### src/rtl/mmio_pkg.sv
// Shared types and constants for the MMIO router and its helpers.
package mmio_pkg;

    typedef enum logic [2:0] {
        StIdle,
        StStrobe,
        StWait,
        StErr,
        StDone
    } mmio_state_t;

    localparam logic [31:0] MMIO_ERR_DATA  = 32'hFFFF_FFFF;
    localparam logic [19:0] MMIO_BASE_DFLT = 20'haaaaa;

endpackage

### src/rtl/mmio_lane_align.sv
// Byte-lane shifter: places the low byte of a slave word on the lane addressed by the core.
module mmio_lane_align (
    input  logic [31:0] din_i,
    input  logic [1:0]  lane_i,
    output logic [31:0] dout_o
);

    // Slaves return byte data in the low lane; the upper bits are deliberately dropped.
    logic unused_upper;
    assign unused_upper = ^din_i[31:8];

    always_comb begin
        dout_o = '0;
        unique case (lane_i)
            2'd0: dout_o = {24'h0, din_i[7:0]};
            2'd1: dout_o = {16'h0, din_i[7:0], 8'h0};
            2'd2: dout_o = {8'h0, din_i[7:0], 16'h0};
            2'd3: dout_o = {din_i[7:0], 24'h0};
            default: dout_o = '0;
        endcase
    end

endmodule

### src/rtl/mmio_router.sv
// Windowed MMIO decoder/sequencer: strobes one slave per core access and stalls the core
// until that slave acknowledges, times out, or the address decodes to no slave.
module mmio_router
    import mmio_pkg::*;
#(
    parameter logic [19:0] MMIO_BASE = MMIO_BASE_DFLT,
    parameter int unsigned NUM_SLV   = 4,
    parameter int unsigned WIN_BITS  = 8,
    parameter int unsigned TIMEOUT   = 15
) (
    input  logic                  clk_i,
    input  logic                  rst_i,
    input  logic [31:0]           mem_addr_i,
    input  logic                  mem_wea_i,
    input  logic                  mem_rea_i,
    input  logic [31:0]           mem_din_i,
    output logic [31:0]           mem_dout_o,
    output logic                  mem_hold_o,
    output logic                  mmio_err_o,
    output logic [NUM_SLV-1:0]    slv_wen_o,
    output logic [NUM_SLV-1:0]    slv_ren_o,
    output logic [WIN_BITS-1:0]   slv_addr_o,
    output logic [31:0]           slv_din_o,
    input  logic [NUM_SLV*32-1:0] slv_dout_i,
    input  logic [NUM_SLV-1:0]    slv_ack_i
);

    localparam int unsigned IdxW = 12 - WIN_BITS;
    localparam int unsigned CntW = $clog2(TIMEOUT + 1);

    mmio_state_t         state_q, state_d;
    logic [CntW-1:0]     cnt_q, cnt_d;
    logic [IdxW-1:0]     idx_q, idx_d;
    logic                we_q, we_d;
    logic [1:0]          lane_q, lane_d;
    logic [WIN_BITS-1:0] addr_q, addr_d;
    logic [31:0]         din_q, din_d;
    logic [31:0]         rdata_q, rdata_d;

    logic [IdxW-1:0]     req_idx;
    logic                req;
    logic                dec_err;
    logic                ack_sel;
    logic [31:0]         dout_sel;
    logic [31:0]         rdata_aligned;

    assign req_idx = mem_addr_i[11:WIN_BITS];
    assign req     = (mem_wea_i | mem_rea_i) && (mem_addr_i[31:12] == MMIO_BASE);
    assign dec_err = 32'(req_idx) >= NUM_SLV;

    // Only the latched slave's ack and data are ever looked at.
    always_comb begin
        ack_sel  = 1'b0;
        dout_sel = '0;
        for (int unsigned i = 0; i < NUM_SLV; i++) begin
            if (idx_q == IdxW'(i)) begin
                ack_sel  = slv_ack_i[i];
                dout_sel = slv_dout_i[32*i +: 32];
            end
        end
    end

    mmio_lane_align u_lane_align (
        .din_i  (rdata_q),
        .lane_i (lane_q),
        .dout_o (rdata_aligned)
    );

    always_ff @(posedge clk_i) begin
        if (rst_i) begin
            state_q <= StIdle;
            cnt_q   <= '0;
            idx_q   <= '0;
            we_q    <= 1'b0;
            lane_q  <= '0;
            addr_q  <= '0;
            din_q   <= '0;
            rdata_q <= '0;
        end else begin
            state_q <= state_d;
            cnt_q   <= cnt_d;
            idx_q   <= idx_d;
            we_q    <= we_d;
            lane_q  <= lane_d;
            addr_q  <= addr_d;
            din_q   <= din_d;
            rdata_q <= rdata_d;
        end
    end

    always_comb begin
        state_d = state_q;
        cnt_d   = cnt_q;
        idx_d   = idx_q;
        we_d    = we_q;
        lane_d  = lane_q;
        addr_d  = addr_q;
        din_d   = din_q;
        rdata_d = rdata_q;
        unique case (state_q)
            StIdle: begin
                if (req) begin
                    if (dec_err) begin
                        state_d = StErr;
                    end else begin
                        state_d = StStrobe;
                        idx_d   = req_idx;
                        we_d    = mem_wea_i;
                        lane_d  = mem_addr_i[1:0];
                        addr_d  = mem_addr_i[WIN_BITS-1:0];
                        din_d   = mem_din_i;
                    end
                end
            end
            StStrobe: begin
                cnt_d = '0;
                if (ack_sel) begin
                    rdata_d = dout_sel;
                    state_d = StDone;
                end else begin
                    state_d = StWait;
                end
            end
            StWait: begin
                if (ack_sel) begin
                    rdata_d = dout_sel;
                    state_d = StDone;
                end else begin
                    cnt_d = cnt_q + 1'b1;
                    if (cnt_d == CntW'(TIMEOUT)) begin
                        state_d = StErr;
                    end
                end
            end
            StErr:   state_d = StIdle;
            StDone:  state_d = StIdle;
            default: state_d = StIdle;
        endcase
    end

    always_comb begin
        mem_hold_o = 1'b0;
        mmio_err_o = 1'b0;
        mem_dout_o = '0;
        slv_wen_o  = '0;
        slv_ren_o  = '0;
        unique case (state_q)
            StIdle: mem_hold_o = req;
            StStrobe: begin
                mem_hold_o = 1'b1;
                for (int unsigned i = 0; i < NUM_SLV; i++) begin
                    slv_wen_o[i] = we_q && (idx_q == IdxW'(i));
                    slv_ren_o[i] = !we_q && (idx_q == IdxW'(i));
                end
            end
            StWait: mem_hold_o = 1'b1;
            StErr: begin
                mmio_err_o = 1'b1;
                mem_dout_o = MMIO_ERR_DATA;
            end
            StDone:  mem_dout_o = we_q ? 32'h0 : rdata_aligned;
            default: mem_hold_o = 1'b0;
        endcase
    end

    assign slv_addr_o = addr_q;
    assign slv_din_o  = din_q;

endmodule

### config.mk
export PLATFORM = sky130hd
export DESIGN_NAME = mmio_router
export DESIGN_NICKNAME = d
export VERILOG_FILES = /design/src/rtl/mmio_pkg.sv /design/src/rtl/mmio_lane_align.sv /design/src/rtl/mmio_router.sv
export SDC_FILE = /design/constraint.sdc
export NUM_CORES = 1
export LEC_CHECK = 0
export CORE_AREA = 2 2 109 111
export CTS_CLUSTER_SIZE = 14
export DETAILED_ROUTE_END_ITERATION = 6
export DIE_AREA = 0 0 111 113
export PLACE_DENSITY = 0.73
export SLEW_MARGIN = 20
export SYNTH_ARGS = -nofsm -noshare
export SYNTH_HDL_FRONTEND = slang
export SYNTH_SLANG_ARGS = --single-unit
### constraint.sdc
create_clock -name clk_i -period 3.56 [get_ports clk_i]
set_input_delay 0.712 -clock clk_i [delete_from_list [all_inputs] [get_ports clk_i]]
set_output_delay 0.712 -clock clk_i [all_outputs]
set_load 0.05 [all_outputs]
Yosys cells after proc, flatten, opt, wreduce, memory -nomap -nowiden
Cells that the tools add are included.

word-level totals
  register bits after elaboration = 62
  output and inout port bits = 82
  logic and storage cells = 69
  bits of input ports = 200

cells by class
  reductions and logical operators = 19
  magnitude comparators = 1
  $add $sub $neg = 1
  bitwise operators = 2
  equality and inequality tests = 15
  multiplexer cells = 23

operator list
  cell                                                 count
  one-hot mux 32 bit (4 select lines)                  1
  one-hot mux 32 bit (2 select lines)                  1
  two-way mux 32 bit                                   1
  two-way mux 8 bit                                    4
  == test 20 bit, second input constant                1
  two-way mux 3 bit                                    4
  two-way mux 4 bit                                    3
  logical AND 1 bit                                    9
  one-hot mux 3 bit (3 select lines)                   1
  == test 4 x 2 -> 1 bit, second input constant        2
  one-hot mux 4 bit (2 select lines)                   1
  == test 3 x 2 -> 1 bit, second input constant        2
  AND reduction 2 bit                                  3
  two-way mux 1 bit                                    5
  adder 4 x 1 -> 4 bit, second input constant          1
  == test 2 bit, second input constant                 2
  == test 4 x 1 -> 1 bit, second input constant        1
  == test 4 bit, second input constant                 1
  >= comparator 4 x 3 -> 1 bit, second input constant  1
  logical NOT 4 bit                                    1
  != test 2 bit, second input constant                 2
  == test 3 x 1 -> 1 bit, second input constant        1
  == test 3 bit, second input constant                 1
  logical NOT 3 bit                                    1
  other kinds (11)                                     11

Depth between registers and ports, before layout
Gate-level depths: netlist of the first run.

  word-level depth = 7
  mapped depth = 7
  gate-level depth less buffers = 5

Modules after synthesis
From an unflattened synthesis of the first run, not the netlist that was laid out.

unflattened totals
  cell total of the unflattened synthesis = 599
  area, all modules = 5,190.0 sq um

modules (own cells, without submodules)
  module           instances  sequential area each (sq um)  area each (sq um)  cells each
  mmio_router      1          1,681.6                       4,869.7            561
  mmio_lane_align  1          0.0                           320.3              38

Least setup slack after synthesis of the first run
Ideal clock, no wire load.

  kind = reg2out
  start point = reg state_q[0]
  end point = out slv_ren_o[0]
  slack = 0.733 ns
  arrival = 2.115 ns
  stages on the path, launching flop included = 4
  required time = 2.848 ns
  path buffers = 1
  path through = dfxtp_1 > or3b_2 > clkbuf_1 > nor3_1

on the way
  word-level cells in the longest chain between the ends = 2

RTL lines
  element                 line                source
  from (decl)             mmio_router.sv:31   mmio_state_t state_q, state_d;
  from (signal assigned)  mmio_router.sv:71   state_q <= StIdle;
  from (signal assigned)  mmio_router.sv:80   state_q <= state_d;
  == test 3 x 1 -> 1 bit  mmio_router.sv:147  unique case (state_q)
  two-way mux 4 bit       mmio_router.sv:147
  to (decl)               mmio_router.sv:21   output logic [NUM_SLV-1:0] slv_ren_o,

Every way passes these cells.

Final worst setup path of the first run
  start point = reg state_q[2]
  end point = out mem_dout_o[7]

on the way
  word-level cells in the longest chain between the ends = 2
  elaborated cells on any way between the ends = 3
  those cells by class = 2 x eq/ne; 1 x mux

RTL lines
  element                                                         line                source
  == test 3 bit / == test 3 x 2 -> 1 bit (equally long branches)  mmio_router.sv:147
  one-hot mux 32 bit (2 select lines) (*)                         mmio_router.sv:147
  to (decl)                                                       mmio_router.sv:17   output logic [31:0] mem_dout_o,

Mark *: on every way between the ends. The rest lies on a longest branch, timed or not.

==> results of run 1 <==
-- through the flow --
stage               hold WS, ns  util (%)  power, mW  instance area [sq um]  setup TNS [ns]
finish                    0.483      47.5       1.67                   5350               0
global route              0.504      47.5       1.74                   5350          -0.165
CTS                       0.484      47.2       1.69                   5320               0
detailed placement        0.477      44.6      0.833                   5020               0
global placement          0.471      44.6      0.830                   5020               0
floorplan                 0.465         -      0.713                   3060               0
-- flip-flops by register name (all words and copies together) (netlist names) --
name,count
slv_din_o,32
rdata_q,8
cnt_q,4
state_q,3
slv_addr_o,7
we_q,1
lane_q,1
idx_q,4
-- worst max-delay path by stage --
stage / startpoint / to / cells past startpoint
2_1_floorplan: state_q[0] / slv_ren_o[0] / 3
3_3_place_gp: state_q[0] / mem_dout_o[19] / 6
3_5_place_dp: state_q[2] / mem_dout_o[16] / 6
4_1_cts: state_q[2] / mem_dout_o[6] / 5
5_1_grt: state_q[2] / mem_dout_o[7] / 5
6_report: state_q[2] / mem_dout_o[7] / 5
-- report_power, final --
part | leakage, nW | total [mW] | internal [mW] | switching, mW
Sequential | 0.483 | 0.672 | 0.672 | 0.000000274
Clock | 0.142 | 0.850 | 0.541 | 0.309
Combinational | 1.75 | 0.146 | 0.112 | 0.0343
-- area by class of cell --
| class | count | area (sq um) |
|---|---|---|
| Fill cell | 1045 | 5920 |
| Sequential cell | 60 | 1200 |
| Clock buffer | 10 | 229 |
| Timing Repair Buffer | 191 | 1940 |
| Inverter | 4 | 15.0 |
| Multi-Input combinational cell | 233 | 1720 |
| Tap cell | 143 | 179 |
| Clock inverter | 6 | 65.1 |
-- synthesized netlist by cell type (2+ instances only) --
cell type / n / share of area [%]
a21oi_1: 4 / 0.65
dfxtp_1: 60 / 39
nor4bb_1: 4 / 1.3
and3b_1: 2 / 0.57
clkbuf_1: 14 / 1.7
o21ai_0: 3 / 0.49
mux2i_1: 51 / 17
nor2_1: 59 / 7.2
buf_2: 3 / 0.49
inv_1: 4 / 0.49
a21o_1: 32 / 7.8
nand2b_1: 12 / 2.5
nor3_1: 7 / 1.1
nand3_1: 3 / 0.49
nor3b_1: 2 / 0.49
buf_6: 5 / 1.8
ha_1: 2 / 0.82
nand2_1: 18 / 2.2
mux4_2: 8 / 5.9
nor4b_1: 3 / 0.86
-- worst max-delay path, stage by stage (launching register included) --
cell and delay, ns:
dfxtp_1 0.41, nor4b_1 0.45, buf_4 0.22, nor3b_4 0.36, a21o_1 0.19, clkdlybuf4s50_1 0.81
-- kinds of logic (layout without fill, tap and decap cells) --
family | Yosys count | after routing | synth area share, %
AOI/OAI and AO/OA | 46 | 46 | 11.2
xor gates and xnor gates | 2 | 2 | 0.572
adders and majority gates | 2 | 2 | 0.817
buffers and inverters | 28 | 211 | 4.90
DFF | 60 | 60 | 39.2
muxes | 60 | 60 | 22.9
and+or+nand+nor | 123 | 123 | 20.3
-- routing by layer --
metal | track usage, % | wire (um) | vias to the layer above | share of wire [%]
met5 | 0 | 0 | - | 0
met4 | 5.08 | 132 | 0 | 1.3
met3 | 4.12 | 489 | 10 | 4.9
met2 | 27.3 | 5140 | 83 | 51
met1 | 18.7 | 4260 | 1465 | 42
li1 | - | - | 1482 | -
-- repair_timing --
action | in CTS | in global routing
gates resized for setup | 1 | 12
hold buffers | 0 | 0
endpoints found under the hold margin | 0 | 0
buffers inserted | 0 | 0
setup endpoints to repair | 8 | 13
==> impl_metrics.ini, run 1 <==
[run_status]
status = finished, final reports clean

[grt]
grt_max_degree = 45
track_usage_pct = 15.6
grt-ovfl-total = 0
grt_pass1_vias = 3156
antenna_found_initial = 0
grt_pass1_wl_mm = 15.8

[clocking]
cts_buffer_depth = 2
htree_levels = 3
cts_made_buffers = 9
cts_num_sinks = 60
clk_pin_slew_worst_paths_ns = 0.05
tritoncts = yes
cts_root_buffer = clkbuf_16
clk_latency_ns = 0.32

[timing]
period_needed_ns = 3.47
worst_slew_pin_slew_ns = 0.781
setup_violations = 0
slew_viol_final = 0
skew_ns = 0.00860
max_slew_margin_pct = 47.9
worst_slack_ns = 0.0913
finalHoldViolations = 0
fin_crit_sh_pct = 97.4
max_freq_mhz = 288

[logic_synthesis]
yosysSeqAreaShare_pct = 39.2
synthArstFlopShare_pct = 0
yosysWarnings = 0
ys.flop_type = dfxtp_1
synthCells = 321
synth_nets = 523
ys_seq_elements = 60
avgSynthCellArea_sq_um = 9.54
synth_edf_count = 0
synth.distinct_cells = 45
syn_area_sq_mm = 0.00306

[floorplanning]
fp.dieH_um = 113
initial_core_util_pct = 27.2
io_pins = 282
row_count = 39
dieArea_sq_mm = 0.0125
die_w_um = 111
coreArea_sq_mm = 0.0113

[detailed_routing]
vias_per_cell = 4.70
firstDrtPassIters = 4
first_iter_violations = 132
drt_drc_violations_left = 0
num_vias = 3040
antenna_left = 0
wl_per_cell_um = 15.5
routed_wl_mm = 10.0

[setup_path]
cp.required_ns = 2.85
critPathKind = flip-flop to primary output
rr_worst_depth = 5
worst-endpoint-arrival_ns = 2.76
r2r-start = idx_q[1]
timing.rr.end = cnt_q[1]
cp-start-kind = flip-flop
end_kind = primary output
crit_fanout = 8
reg2reg_slack_ns = 1.58

[cells_and_area]
syn_to_final_growth_pct = 74.8
final_nets = 701
layout_common_cells = 171 x clkdlybuf4s50_1, 60 x dfxtp_1, 58 x nor2_1
drive_gt1_share_pct = 8.33
antennaDiodeCount = 0
stdcell_count = 647
final_common_cell = clkdlybuf4s50_1

[placed_design]
port_buffers = 185
gp_congestion = 0.810
dp_hpwl_mm = 7.68
place_ws_ns = 0.272
placedCellCount = 631

[min_path]
min_path_type = flip-flop to flip-flop
hold_depth = 1
hp-start = idx_q[3]
worstHoldEndpoint = idx_q[3]

[pwr]
pwr_density_cell_mw_per_mm2 = 312
irDropWorstVdd_v = 0.000192
leakage_nw = 2.37

[flow_run]
max_cap_viol_count = 0
(Power assumes the default switching activity.)
==> inputs of run 2 (changes only) <==
--- a/config.mk
+++ b/config.mk
@@ -5,11 +5,12 @@
 export SDC_FILE = /design/constraint.sdc
 export NUM_CORES = 1
 export LEC_CHECK = 0
-export CORE_AREA = 2 2 109 111
+export CORE_AREA = 2 2 110 112
+export CTS_BUF_LIST = sky130_fd_sc_hd__clkbuf_4
 export CTS_CLUSTER_SIZE = 14
 export DETAILED_ROUTE_END_ITERATION = 6
-export DIE_AREA = 0 0 111 113
-export PLACE_DENSITY = 0.73
+export DIE_AREA = 0 0 112 114
+export PLACE_DENSITY = 0.72
 export SLEW_MARGIN = 20
 export SYNTH_ARGS = -nofsm -noshare
 export SYNTH_HDL_FRONTEND = slang
==> impl_metrics.ini, run 2 (synthesis results as in run 1) <==
[cells_and_area]
n_fill_cell = 1189
final_nets = 701
final_common_cell = clkdlybuf4s50_1
largest_reg_flops = 32
final_util_pct = 43.9
syn_to_final_growth_pct = 68.0
layout_common_cells = 172 x clkdlybuf4s50_1, 60 x dfxtp_1, 58 x nor2_1
drive_gt1_share_pct = 9.92
postLayoutCellArea_sq_mm = 0.00514

[floorplanning]
dieArea_sq_mm = 0.0128
coreArea_sq_mm = 0.0117
row_count = 40
die_w_um = 112
io_pins = 282
initial_core_util_pct = 26.1
fp.dieH_um = 114

[clocking]
htree_levels = 3
cts.hold.buffers_added = 0
tritoncts = yes
cts_buffer_depth = 2
clk_pin_slew_worst_paths_ns = 0.11
cts_num_sinks = 60
cts_made_buffers = 9
clk_latency_ns = 0.40
cts_setup_buffers = 0
cts_root_buffer = clkbuf_4

[pwr]
irDropWorstVdd_v = 0.000126
pwr_density_cell_mw_per_mm2 = 241
switching_share_pct = 25.2
leakage_nw = 2.15
power.share.clock_pct = 34.0
power_mw = 1.24
internal-power_mw = 0.927
seqPwrFrac_pct = 54.1
p_sw_mw = 0.312
pwr-share-comb_pct = 11.9

[detailed_routing]
vias_per_cell = 4.69
first_iter_violations = 75
drt_drc_violations_left = 0
firstDrtPassIters = 4
routed_wl_mm = 9.92
antenna_left = 0
num_vias = 3064
wl_per_cell_um = 15.2

[placed_design]
gp_congestion = 0.811
place_area_sq_mm = 0.00501
port_buffers = 185
dp_hpwl_mm = 7.67

[timing]
skew_ns = 0.0133
max_freq_mhz = 301
worst_slew_pin_slew_ns = 0.749
slew_viol_final = 0
fin_crit_sh_pct = 93.3
period_needed_ns = 3.32
whs_ns = 0.493
max_slew_margin_pct = 50.1
grt_setup_unrepaired = no
fin_setup_tns_ns = 0
setup_violations = 0
finalHoldViolations = 0

[run_status]
status = finished, final reports clean

[grt]
grt-ovfl-total = 0
grt_pass1_wl_mm = 15.6
track_usage_pct = 15.3
grt_max_degree = 44
antenna_found_initial = 3
grt_pass1_vias = 3036

[setup_path]
startpoint = state_q[2]
end_kind = primary output
critPathKind = flip-flop to primary output
r2r-start = state_q[0]
cp.required_ns = 2.85
worst-endpoint-arrival_ns = 2.61
cp-start-kind = flip-flop
crit_fanout = 8

[min_path]
hp-start = idx_q[3]
min_path_type = flip-flop to flip-flop

[flow_run]
max_cap_viol_count = 0
==> run 2: through the flow <==
step	worst slack, ns	cells
2_1_floorplan	0.733	321
3_3_place_gp	0.532	635
3_5_place_dp	0.499	635
4_1_cts	0.0508	651
5_1_grt	0.0391	652
6_report	0.239	653
==> run 2: final cells by class <==
cell class              count  area, sq um  area share (%)
multi-input cells         233         1720            33.4
clock buffers               9         67.6            1.31
repair buffers            191         1900            37.0
flip-flops and latches     60         1200            23.3
diodes                      2         5.00          0.0973
inverters                   4         15.0           0.292
clock inverters             7         52.6            1.02
well taps                 147          184            3.57
==> run 2: worst paths after layout <==
| path | depth (start not counted) | slack (ns) | to |
|---|---|---|---|
| setup reg to reg | 6 | 1.59 | slv_din_o[0] |
| hold reg to reg | 1 | 0.49 | idx_q[3] |
| hold / removal | 1 | 0.49 | idx_q[3] |
| setup / recovery | 6 | 0.24 | mem_dout_o[19] |
==> run 2: timing repair <==
item | in CTS | in global routing
endpoints found under the hold margin | 0 | 0
resized for setup | 0 | 4
setup endpoints to repair | 0 | 11
==> run 2: power by group through the flow <==
stage	sequential, mW	clock (mW)	combinational (mW)
after floorplan	0.686	0	0.0272
after global placement	0.686	0	0.144
after detailed placement	0.686	0	0.148
after CTS	0.671	0.448	0.148
after global routing	0.671	0.469	0.157
final	0.671	0.421	0.147
==> run 2: worst max-delay path, stage by stage, from the launching register on <==
cell and delay, ns:
dfxtp_1 0.43, nor4b_1 0.25, buf_4 0.18, nand2_1 0.06, nor2_2 0.32, a21o_1 0.17
clkdlybuf4s50_1 0.81
==> run 2: layer usage <==
| metal | up-vias | wire length, um | GRT usage [%] | share of wire [%] |
|---|---|---|---|---|
| li1 | 1488 | - | - | - |
| met1 | 1458 | 4080 | 17.9 | 41 |
| met2 | 93 | 4960 | 26.3 | 50 |
| met3 | 23 | 642 | 4.62 | 6.5 |
| met4 | 2 | 224 | 6.10 | 2.3 |
| met5 | - | 12 | 0 | 0.12 |
==> inputs of run 3 (changes only) <==
--- a/config.mk
+++ b/config.mk
@@ -5,13 +5,14 @@
 export SDC_FILE = /design/constraint.sdc
 export NUM_CORES = 1
 export LEC_CHECK = 0
-export CORE_AREA = 2 2 110 112
+export CORE_UTILIZATION = 44
 export CTS_BUF_LIST = sky130_fd_sc_hd__clkbuf_4
 export CTS_CLUSTER_SIZE = 14
 export DETAILED_ROUTE_END_ITERATION = 6
-export DIE_AREA = 0 0 112 114
-export PLACE_DENSITY = 0.72
+export PLACE_DENSITY = 0.9
+export SETUP_SLACK_MARGIN = 0.15
 export SLEW_MARGIN = 20
 export SYNTH_ARGS = -nofsm -noshare
 export SYNTH_HDL_FRONTEND = slang
+export SYNTH_HIERARCHICAL = 1
 export SYNTH_SLANG_ARGS = --single-unit
==> impl_metrics.ini, run 3 <==
[placed_design]
gp_congestion = 0.803
placedCellCount = 665
dp_hpwl_mm = 7.73
port_buffers = 185

[floorplanning]
row_count = 32
initial_core_util_pct = 45.4
die_w_um = 91.3
fp.dieH_um = 91.3
io_pins = 282
coreArea_sq_mm = 0.00773
dieArea_sq_mm = 0.00833

[setup_path]
critPathKind = input pin to primary output
slowest_stage = or4b_4
reg2reg_slack_ns = 1.43
crit_fanout = 3
cp-start-kind = input pin
cpPeakStageDelay_ns = 0.51
worst-endpoint-arrival_ns = 2.69
end_kind = primary output
crit_chain = clkdlybuf4s50_1 > or4b_4 > or3_4 > nor3b_4 > a211oi_2 > clkbuf_16
cp.required_ns = 2.85

[detailed_routing]
first_iter_violations = 131
firstDrtPassIters = 5
vias_per_cell = 5.31
antenna_left = 0
routed_wl_mm = 11.0
drt_drc_violations_left = 0
num_vias = 3615
wl_per_cell_um = 16.2

[grt]
track_usage_pct = 25.0
grt_pass1_wl_mm = 16.4
grt_pass1_vias = 3561
antenna_found_initial = 0
grt-ovfl-total = 0
grt_max_degree = 35

[timing]
worst_slew_pin_slew_ns = 1.06
slew_viol_final = 0
skew_ns = 0.0125
finalHoldViolations = 0
max_freq_mhz = 294
setup_violations = 0
grt_setup_unrepaired = no
fin_setup_tns_ns = 0
fin_crit_sh_pct = 95.6
period_needed_ns = 3.40
whs_ns = 0.507
max_slew_margin_pct = 29.2

[clocking]
cts_num_sinks = 60
htree_levels = 3
cts_made_buffers = 9
tritoncts = yes
cts_root_buffer = clkbuf_4
clk_latency_ns = 0.42
cts_buffer_depth = 2
cts.hold.buffers_added = 0
clk_pin_slew_worst_paths_ns = 0.10

[cells_and_area]
layout_common_cells = 172 x clkdlybuf4s50_1, 69 x nand2_1, 58 x dfxtp_1
syn_to_final_growth_pct = 56.8
final_common_cell = clkdlybuf4s50_1
final_nets = 776
antennaDiodeCount = 0
stdcell_count = 681
largest_reg_flops = 32
drive_gt1_share_pct = 8.64

[logic_synthesis]
synth_nets = 618
synthCells = 416
yosysWarnings = 6
syn_area_sq_mm = 0.00351
avgSynthCellArea_sq_um = 8.43

[pwr]
irDropWorstVdd_v = 0.000167
power_mw = 1.31
leakage_nw = 2.24
pwr_density_cell_mw_per_mm2 = 238

[min_path]
min_path_type = flip-flop to flip-flop

[flow_run]
max_cap_viol_count = 0

[run_status]
status = finished, final reports clean
==> run 3: layout make-up <==
class                   instances  area (sq um)
multi-input cells             305          2060
inverters                       4          15.0
repair buffers                194          1950
clock buffers                   9          67.6
clock inverters                 7          67.6
well taps                     102           128
fillers                       571          2230
flip-flops and latches         60          1200
==> run 3: repair_timing <==
item	in CTS	in global routing
setup buffers	0	0
setup endpoints to repair	1	11
gates resized for setup	2	22
pin swaps	1	6
==> run 3: layer usage <==
layer | track usage, % | wire (um) | vias up
li1 | - | - | 1753
met1 | 25.8 | 4100 | 1692
met2 | 46.2 | 5880 | 152
met3 | 8.63 | 787 | 18
met4 | 9.66 | 240 | 0
met5 | 0 | 0 | -
==> run 3: per-stage QoR <==
step                      setup slack, ns  area (sq um)  utilization (%)
final                               0.158          5500             71.1
after global routing               0.0961          5500             71.1
after CTS                           0.154          5400             69.9
after detailed placement           0.0631          5260             68.1
after global placement             0.0693          5260             68.1
after floorplan                     0.354          3510                -
==> run 3: worst paths after layout <==
check                 start            end  cells after the start
min reg2reg   slv_din_o[16]  slv_din_o[16]                      2
max reg2reg      state_q[0]     rdata_q[5]                      4
max          mem_addr_i[18]     mem_hold_o                      6
min           slv_din_o[16]  slv_din_o[16]                      2
==> run 3: worst max-delay path, delay by kind of cell <==
kind                   cells  cell delay [ns]
buffers and inverters      2             0.67
AND/OR/NAND/NOR            3             1.02
AO/OA/AOI/OAI              1             0.28
==> run 3: power breakdown <==
part	total (mW)	internal, mW	switching [mW]
Clock	0.480	0.210	0.270
Sequential	0.671	0.671	0.000000435
Combinational	0.156	0.110	0.0463
